<file path="config.mk">
export PLATFORM = sky130hd
export DESIGN_NAME = fetch_stage
export DESIGN_NICKNAME = d
export VERILOG_FILES = /design/src/rtl/fetch_stage.sv
export SDC_FILE = /design/constraint.sdc
export NUM_CORES = 1
export LEC_CHECK = 0
export ABC_CLOCK_PERIOD_IN_PS = 2100
export CAP_MARGIN = 20
export CORE_ASPECT_RATIO = 2
export CORE_UTILIZATION = 42
export CTS_CLUSTER_SIZE = 10
export DETAILED_ROUTE_END_ITERATION = 10
export PLACE_DENSITY = 0.84
export REMOVE_ABC_BUFFERS = 1
export SYNTH_ARGS = -nofsm -noshare
export SYNTH_HDL_FRONTEND = slang
export SYNTH_SLANG_ARGS = --single-unit
</file>
<file path="constraint.sdc">
create_clock -name clk -period 2.1 [get_ports clk]
set_input_delay 0.63 -clock clk [delete_from_list [all_inputs] [get_ports clk]]
set_output_delay 0.63 -clock clk [all_outputs]
set_load 0.03 [all_outputs]
</file>
<file path="src/rtl/fetch_stage.sv">
`default_nettype none
// ============================================================================
// Module      : fetch_stage
// Description : PC generation and instruction fetch for the RV32UI core.
//               Owns the PC, drives the combinational imem address and
//               registers {pc, instr} into a one-entry valid/ready slot
//               toward decode. Handles branch/jump redirects and turns a
//               misaligned redirect target into a fault marker slot.
// Revision    : 1.0 - initial release
// ============================================================================
module fetch_stage #(
    parameter logic [31:0] BASE_PC   = 32'h0000_0000,
    parameter logic [31:0] NOP_INSTR = 32'h0000_0013
) (
    input  logic        clk,
    input  logic        rst,
    output logic [31:0] imem_pc,
    input  logic [31:0] imem_instr,
    input  logic        redirect_valid,
    input  logic [31:0] redirect_pc,
    output logic        out_valid,
    input  logic        out_ready,
    output logic [31:0] out_pc,
    output logic [31:0] out_instr,
    output logic        out_misaligned,
    output logic [31:0] fetch_count
);

    // BOOT : one idle cycle after reset so imem settles before the first fetch
    // RUN  : normal fetching whenever the output slot can take a new entry
    // FAULT: a misaligned-target marker was issued; wait for a redirect
    localparam logic [1:0] ST_BOOT  = 2'd0;
    localparam logic [1:0] ST_RUN   = 2'd1;
    localparam logic [1:0] ST_FAULT = 2'd2;

    localparam logic [31:0] C_PC_STEP = 32'd4;

    logic [1:0]  state_q,          state_d;
    logic [31:0] pc_q,             pc_d;
    logic        out_valid_q,      out_valid_d;
    logic [31:0] out_pc_q,         out_pc_d;
    logic [31:0] out_instr_q,      out_instr_d;
    logic        out_misaligned_q, out_misaligned_d;
    logic [31:0] fetch_count_q,    fetch_count_d;

    logic        w_fire;
    logic        w_slot_free;
    logic        w_redirect_aligned;

    // Handshake qualifiers for the output slot and redirect target alignment
    always_comb begin
        w_fire             = out_valid_q & out_ready;
        w_slot_free        = ~out_valid_q | out_ready;
        w_redirect_aligned = (redirect_pc[1:0] == 2'b00);
    end

    // Next-state logic: redirect beats fetch/stall; BOOT ignores redirects
    always_comb begin
        state_d          = state_q;
        pc_d             = pc_q;
        out_valid_d      = out_valid_q;
        out_pc_d         = out_pc_q;
        out_instr_d      = out_instr_q;
        out_misaligned_d = out_misaligned_q;
        fetch_count_d    = fetch_count_q;

        // Every accepted slot counts, even one flushed by a same-cycle redirect
        if (w_fire) begin
            fetch_count_d = fetch_count_q + 32'd1;
        end

        case (state_q)
            ST_BOOT: begin
                state_d = ST_RUN;
            end

            ST_RUN, ST_FAULT: begin
                if (redirect_valid) begin
                    if (w_redirect_aligned) begin
                        // Flush the slot; the target is fetched next cycle
                        out_valid_d = 1'b0;
                        pc_d        = redirect_pc;
                        state_d     = ST_RUN;
                    end else begin
                        // Emit a NOP fault marker carrying the bad target;
                        // the PC is left alone since the target is unusable
                        out_valid_d      = 1'b1;
                        out_pc_d         = redirect_pc;
                        out_instr_d      = NOP_INSTR;
                        out_misaligned_d = 1'b1;
                        state_d          = ST_FAULT;
                    end
                end else if (state_q == ST_RUN) begin
                    if (w_slot_free) begin
                        out_valid_d      = 1'b1;
                        out_pc_d         = pc_q;
                        out_instr_d      = imem_instr;
                        out_misaligned_d = 1'b0;
                        pc_d             = pc_q + C_PC_STEP;
                    end
                end else begin
                    // FAULT: marker drains once decode takes it, no refetch
                    if (w_fire) begin
                        out_valid_d = 1'b0;
                    end
                end
            end

            default: begin
                state_d = ST_BOOT;
            end
        endcase
    end

    // State registers with synchronous reset
    always_ff @(posedge clk) begin
        if (rst) begin
            state_q          <= ST_BOOT;
            pc_q             <= BASE_PC;
            out_valid_q      <= 1'b0;
            out_pc_q         <= 32'h0000_0000;
            out_instr_q      <= 32'h0000_0000;
            out_misaligned_q <= 1'b0;
            fetch_count_q    <= 32'h0000_0000;
        end else begin
            state_q          <= state_d;
            pc_q             <= pc_d;
            out_valid_q      <= out_valid_d;
            out_pc_q         <= out_pc_d;
            out_instr_q      <= out_instr_d;
            out_misaligned_q <= out_misaligned_d;
            fetch_count_q    <= fetch_count_d;
        end
    end

    // Output drive; imem address is the live PC so imem answers same cycle
    always_comb begin
        imem_pc        = pc_q;
        out_valid      = out_valid_q;
        out_pc         = out_pc_q;
        out_instr      = out_instr_q;
        out_misaligned = out_misaligned_q;
        fetch_count    = fetch_count_q;
    end

endmodule
`default_nettype wire

</file>
Word-level counts from Yosys, hierarchy flattened
Index checks and enable logic that the tools add are counted.
{"block": "classes", "reduce_logical": 9, "add_sub_neg": 2, "eq_ne": 6, "n_mux": 24, "n_bitwise": 3}
{"cell": "$mux 32", "count": 12}
{"cell": "$add 32x1->32 const B", "count": 1}
{"cell": "$add 32x3->32 const B", "count": 1}
{"cell": "$mux 1", "count": 9}
{"cell": "$reduce_and 4->1", "count": 2}
{"cell": "$logic_not 2->1", "count": 2}
{"cell": "$mux 2", "count": 2}
{"cell": "$ne 2x2->1 const B", "count": 2}
{"cell": "$pmux 2 s2", "count": 1}
{"cell": "$reduce_bool 2->1", "count": 2}
{"cell": "$ne 3x3->1 const B", "count": 1}
{"cell": "$reduce_and 3->1", "count": 1}
{"cell": "$reduce_bool 3->1", "count": 1}
{"cell": "$eq 2x1->1 const B", "count": 1}
{"cell": "$eq 2x2->1 const B", "count": 1}
{"cell": "$ne 2x1->1 const B", "count": 1}
{"cell": "$reduce_or 2->1", "count": 1}
{"cell": "$and 1x1->1", "count": 1}
{"cell": "$not 1->1", "count": 1}
{"cell": "$or 1x1->1", "count": 1}
{"block": "word_totals", "reg_bits": 132, "word_cells": 51, "input_bits": 68, "out_inout_bits": 130}

Depth between registers and ports, before layout
{"block": "logic_depth", "ltp_word": 5, "mapped_depth": 9, "depth_no_buf": 7}

Worst setup path before layout
Ideal clock, no wire load.
{"block": "synth_timing", "path_type": "flip-flop to flip-flop", "startpoint": "reg pc_q[16] (netlist: imem_pc[16])", "endpoint": "reg pc_q[31] (netlist: imem_pc[31])", "path_slack_ns": -0.016, "arrival_time_ns": 2.041, "n_path_buf": 1, "period_less_slack_ns": 2.116, "required_time_ns": 2.026, "path_stages_with_launch": 7, "setup_time_ns": 0.074, "cell_sequence": "dfxtp_1 clkbuf_2 and4_2 nand4_4 or2_4 or4_1 a31oi_1"}
{"block": "synth_between", "elab_chain_len": 4}
{"element": "from (decl)", "line_no": "39", "source": "logic [31:0] pc_q, pc_d;"}
{"element": "from (signal assigned)", "line_no": "127", "source": "pc_q <= pc_d;"}
{"element": "$add 32x3->32", "line_no": "99", "source": "pc_d = pc_q + C_PC_STEP;"}
{"element": "$mux 32", "line_no": "94", "source": "if (w_slot_free) begin"}
{"element": "$mux 32", "line_no": "93", "source": "end else if (state_q == ST_RUN) begin"}
{"element": "$mux 32", "line_no": "78", "source": "if (redirect_valid) begin"}
No other way between the ends. The select of a mux whose other input is x is not followed.
A chain may end at the register's enable or synchronous reset.

Worst setup path in the final report
{"block": "layout_timing", "startpoint": "reg out_instr_q[30] (netlist: out_instr[30])", "endpoint": "out out_instr[30]"}
{"element": "from (decl)", "line_no": "42", "source": "logic [31:0] out_instr_q, out_instr_d;"}
{"element": "from (signal assigned)", "line_no": "130", "source": "out_instr_q <= out_instr_d;"}
{"element": "to (decl)", "line_no": "24", "source": "output logic [31:0] out_instr,"}
No word-level cell between the ends.

==> summary.md <==
| Metric | Value |
|---|---|
| Slew headroom | `around 67%` |
| Final Max Tran Viols | `0` |
| DR WL/cell | `17.1 um` |
| Tightest Pin Transition | `between 400 and 500 ps` |
| Clk sink count | `around 130` |
| Crit share post-route | `a little over nine tenths` |
| Share of the synthesized area in the top cell type | `44.0%` |
| Max Fclk | `slightly below 0.5 GHz` |
| Port-buffer cells | `slightly below 200` |
| Area contributors post-synth | `dfxtp_1, nor2_1, a311oi_1, a22oi_1, nand2_1` |
| Post-Synth XOR/XNOR Area | `just over 4%` |
| Commonest non-fill, non-tap cell in the layout | `dfxtp_1` |
| Kind of critical path | `flip-flop to output port` |
| Final layout net count | `1018` |
| DRT antenna net count | `0` |
| Cell area after placement | `between 0.008 and 0.009 mm2` |
| Vias/cell | `around 5.6` |
| Worst vdd rail ir drop | `0.000568 V` |
| Post-synthesis async set-or-reset flop share | `0%` |
| Die outline height | `between 150 and 200 um` |
| Pleak | `around 4.0 nW` |
| DRC | `0` |
| Fill cells | `1142` |
| Status | `finished, final reports clean` |
| Global-route wire length before repair | `29.4 mm` |
| N_diodes | `0` |
| H-tree levels | `4` |
| Mux contribution to synthesized area | `2.67%` |
| FF-to-FF End | `imem_pc[17]` |
| Die Wd | `86.6 um` |
| Cell area after layout | `between 0.009 and 0.01 mm2` |
| Layout cell share with drive strength beyond 1 | `12.6%` |
| Max-cap violations | `0` |
| Overflow after GRT | `0` |
| CP max FO | `2` |
| Initial core utilization | `between 40% and 50%` |
| All-Layer GR Usage | `about a quarter` |
| Worst reg-to-reg setup slack | `130 ps` |
| Worst Path Arrival | `~1400 ps` |
| Worst Hold Class | `flip-flop to flip-flop` |
| Register area share after synthesis | `between 40% and 50%` |
| Post-synthesis cell count | `712` |
| Slowest CP cell | `clkdlybuf4s50_1` |
| CP Capture Type | `output port` |
| Area leader, netlist | `dfxtp_1` |
| Ports | `around 200` |
| CP Cell Sequence | `clkdlybuf4s50_1` |
| Initial antenna violation count | `0` |
| Multi-input combinational cell area | `approximately 0.0032 mm2` |
| PwrDens | `911 mW/mm2` |
| Cts hold-fix bufs | `0` |
| Die ar. | `about 0.015 mm2` |
| Synthesized flop and latch total | `roughly 130` |
| Hold endpoint | `imem_pc[0]` |
| Hold Path Stages | `1` |
| Synthesized area | `about 0.006 mm2` |
| TritonCTS clock tree | `built` |
| Clock buffer depth | `2` |
| Setup_tns | `0 ps` |
| Rows | `61` |
| Area grow syn2layout | `56.2%` |
| Initial drt markers | `roughly 270` |
| Worst skew pair latency | `roughly 410 ps` |
| Routability congestion estimate | `0.826` |
| Core Util, Final | `67.2%` |
| Vias in the first global route | `approximately 6k` |
| Routed WL | `just under 20 mm` |
| Top FF cell, synth | `dfxtp_1` |
| Hold Vio Cnt, Final | `0` |
| CP Data Required Time | `~1500 ps` |
| Buf+Inv Stages, Crit Path | `1` |
| Via count | `between 6k and 7k` |
| Final setup fails | `0` |
| Pin count of the biggest net entering global routing | `39` |
| RSZ-0062 raised after global routing | `false` |
| Clock root buffer master | `clkbuf_16` |
| Post-Synth Simple-Gate Area | `a little under a quarter` |
| Core area | `0.0140 mm2` |
| Synth cell types | `57` |
| R2r startpoint | `imem_pc[4]` |
| EDFF count, synth | `0` |
| Clock Skew | `12.3 ps` |
| TritonCTS Buffers | `17` |
| Adder-cell share of the synthesized area | `between 1 and 1.5%` |
| Synth Area in Compound Gates | `approximately a fifth` |
| Synthesis warning total | `0` |
| CP top delay family | `buffers and inverters` |
| Main combinational cell family by area after synthesis | `simple AND/OR/NAND/NOR gates` |
| DR pass1 iterations | `5` |
| HPWL after DPL | `13.5 mm` |
| Most frequent cells in the layout | `dfxtp_1, nor2_1, clkdlybuf4s50_1` |
| Hold_sp | `imem_pc[0]` |
| Reg2Reg Depth | `6` |
| Clk pin slew, worst setup/hold paths | `60 ps` |
| Register Area | `approximately 0.0026 mm2` |
| Synth Area per Inst | `between 8 and 9 um2` |
| Post-route minimum period | `approximately 2100 ps` |
| Crit-path max cell delay | `a little under 700 ps` |
| Crit path launch type | `flip-flop` |
==> cells in the mapped netlist, types with 3 or more instances <==
cell type,count
and3_1,8
a311oi_1,35
mux2i_1,16
inv_1,12
a31oi_1,6
nor3_1,19
or4_1,3
xnor2_1,17
or3_1,7
o21ai_0,23
o32ai_1,3
xor2_1,11
nor4_1,4
o31ai_1,5
dfxtp_1,132
nand2_1,64
clkbuf_1,37
nand4_1,12
and2_1,7
a22oi_1,35
nor2_1,113
and4_1,8
nor3b_1,3
buf_1,7
nand3_1,25
buf_2,4
a21oi_1,32
o22ai_1,9
a211oi_1,17
ha_1,5
==> cell type report <==
type	instances	share of cell area, %
inverter	13	0.520
multi-input combinational	515	33.6
timing repair buffer	266	28.6
sequential	132	28.2
clock buffer	22	5.05
tap	189	2.52
clock inverter	10	1.55
==> registers in the layout (all words and copies together) (netlist names) <==
signal / flops
fetch_count: 32
imem_pc: 32
out_instr: 32
out_misaligned: 1
out_pc: 32
out_valid: 1
state_q: 2
==> power by group <==
part | switching [W] | leakage, nW | internal, W
Sequential | 0.000182 | 1.07 | 0.00277
Combinational | 0.00140 | 2.66 | 0.00109
Clock | 0.00113 | 0.298 | 0.00198
Total | 0.00271 | 4.03 | 0.00583
==> what timing repair did <==
item	4_1_cts	5_1_grt
pin swaps	0	1
setup buffers	2	2
setup endpoints to repair	64	48
cloned	0	4
gates resized for setup	62	36
==> cell families (layout without fill, tap and decap cells) <==
logic type	Yosys count	count (layout)
and+or+nand+nor	285	285
buffers and inverters	65	311
DFF	132	132
muxes	16	16
xor gates and xnor gates	28	28
AOI/OAI and AO/OA	181	181
adders and majority gates	5	5
==> through the flow <==
step / hold WS, ps / power, W / setup WS, ps / std cells
floorplan: 475 / 0.00420 / -1880 / 660
global placement: 479 / 0.00528 / -574 / 1106
detailed placement: 484 / 0.00533 / -456 / 1107
CTS: 494 / 0.00842 / 0.203 / 1141
global route: 511 / 0.00889 / 1.34 / 1147
finish: 484 / 0.00854 / 36.1 / 1147
==> metal layers <==
metal	GRT usage, %	share of wire, %	vias to the layer above
met5	0	0	-
met2	47.9	55	243
met3	5.02	4.7	56
met1	25.3	36	3027
met4	14.3	3.6	0
li1	-	-	3063
==> how the worst max path moves through the flow <==
stage,from,endpoint,slack [ps],cells past startpoint
after detailed placement,out_ready,imem_pc[18],-460,9
after global placement,out_ready,out_instr[12],-570,6
after floorplan,state_q[0],out_pc[10],-1880,6
final,out_instr[30],out_instr[30],40,1
after global routing,out_misaligned,out_misaligned,1,1
after CTS,fetch_count[18],fetch_count[18],0.2,1
No activity file was read; power rests on OpenSTA's default activity.
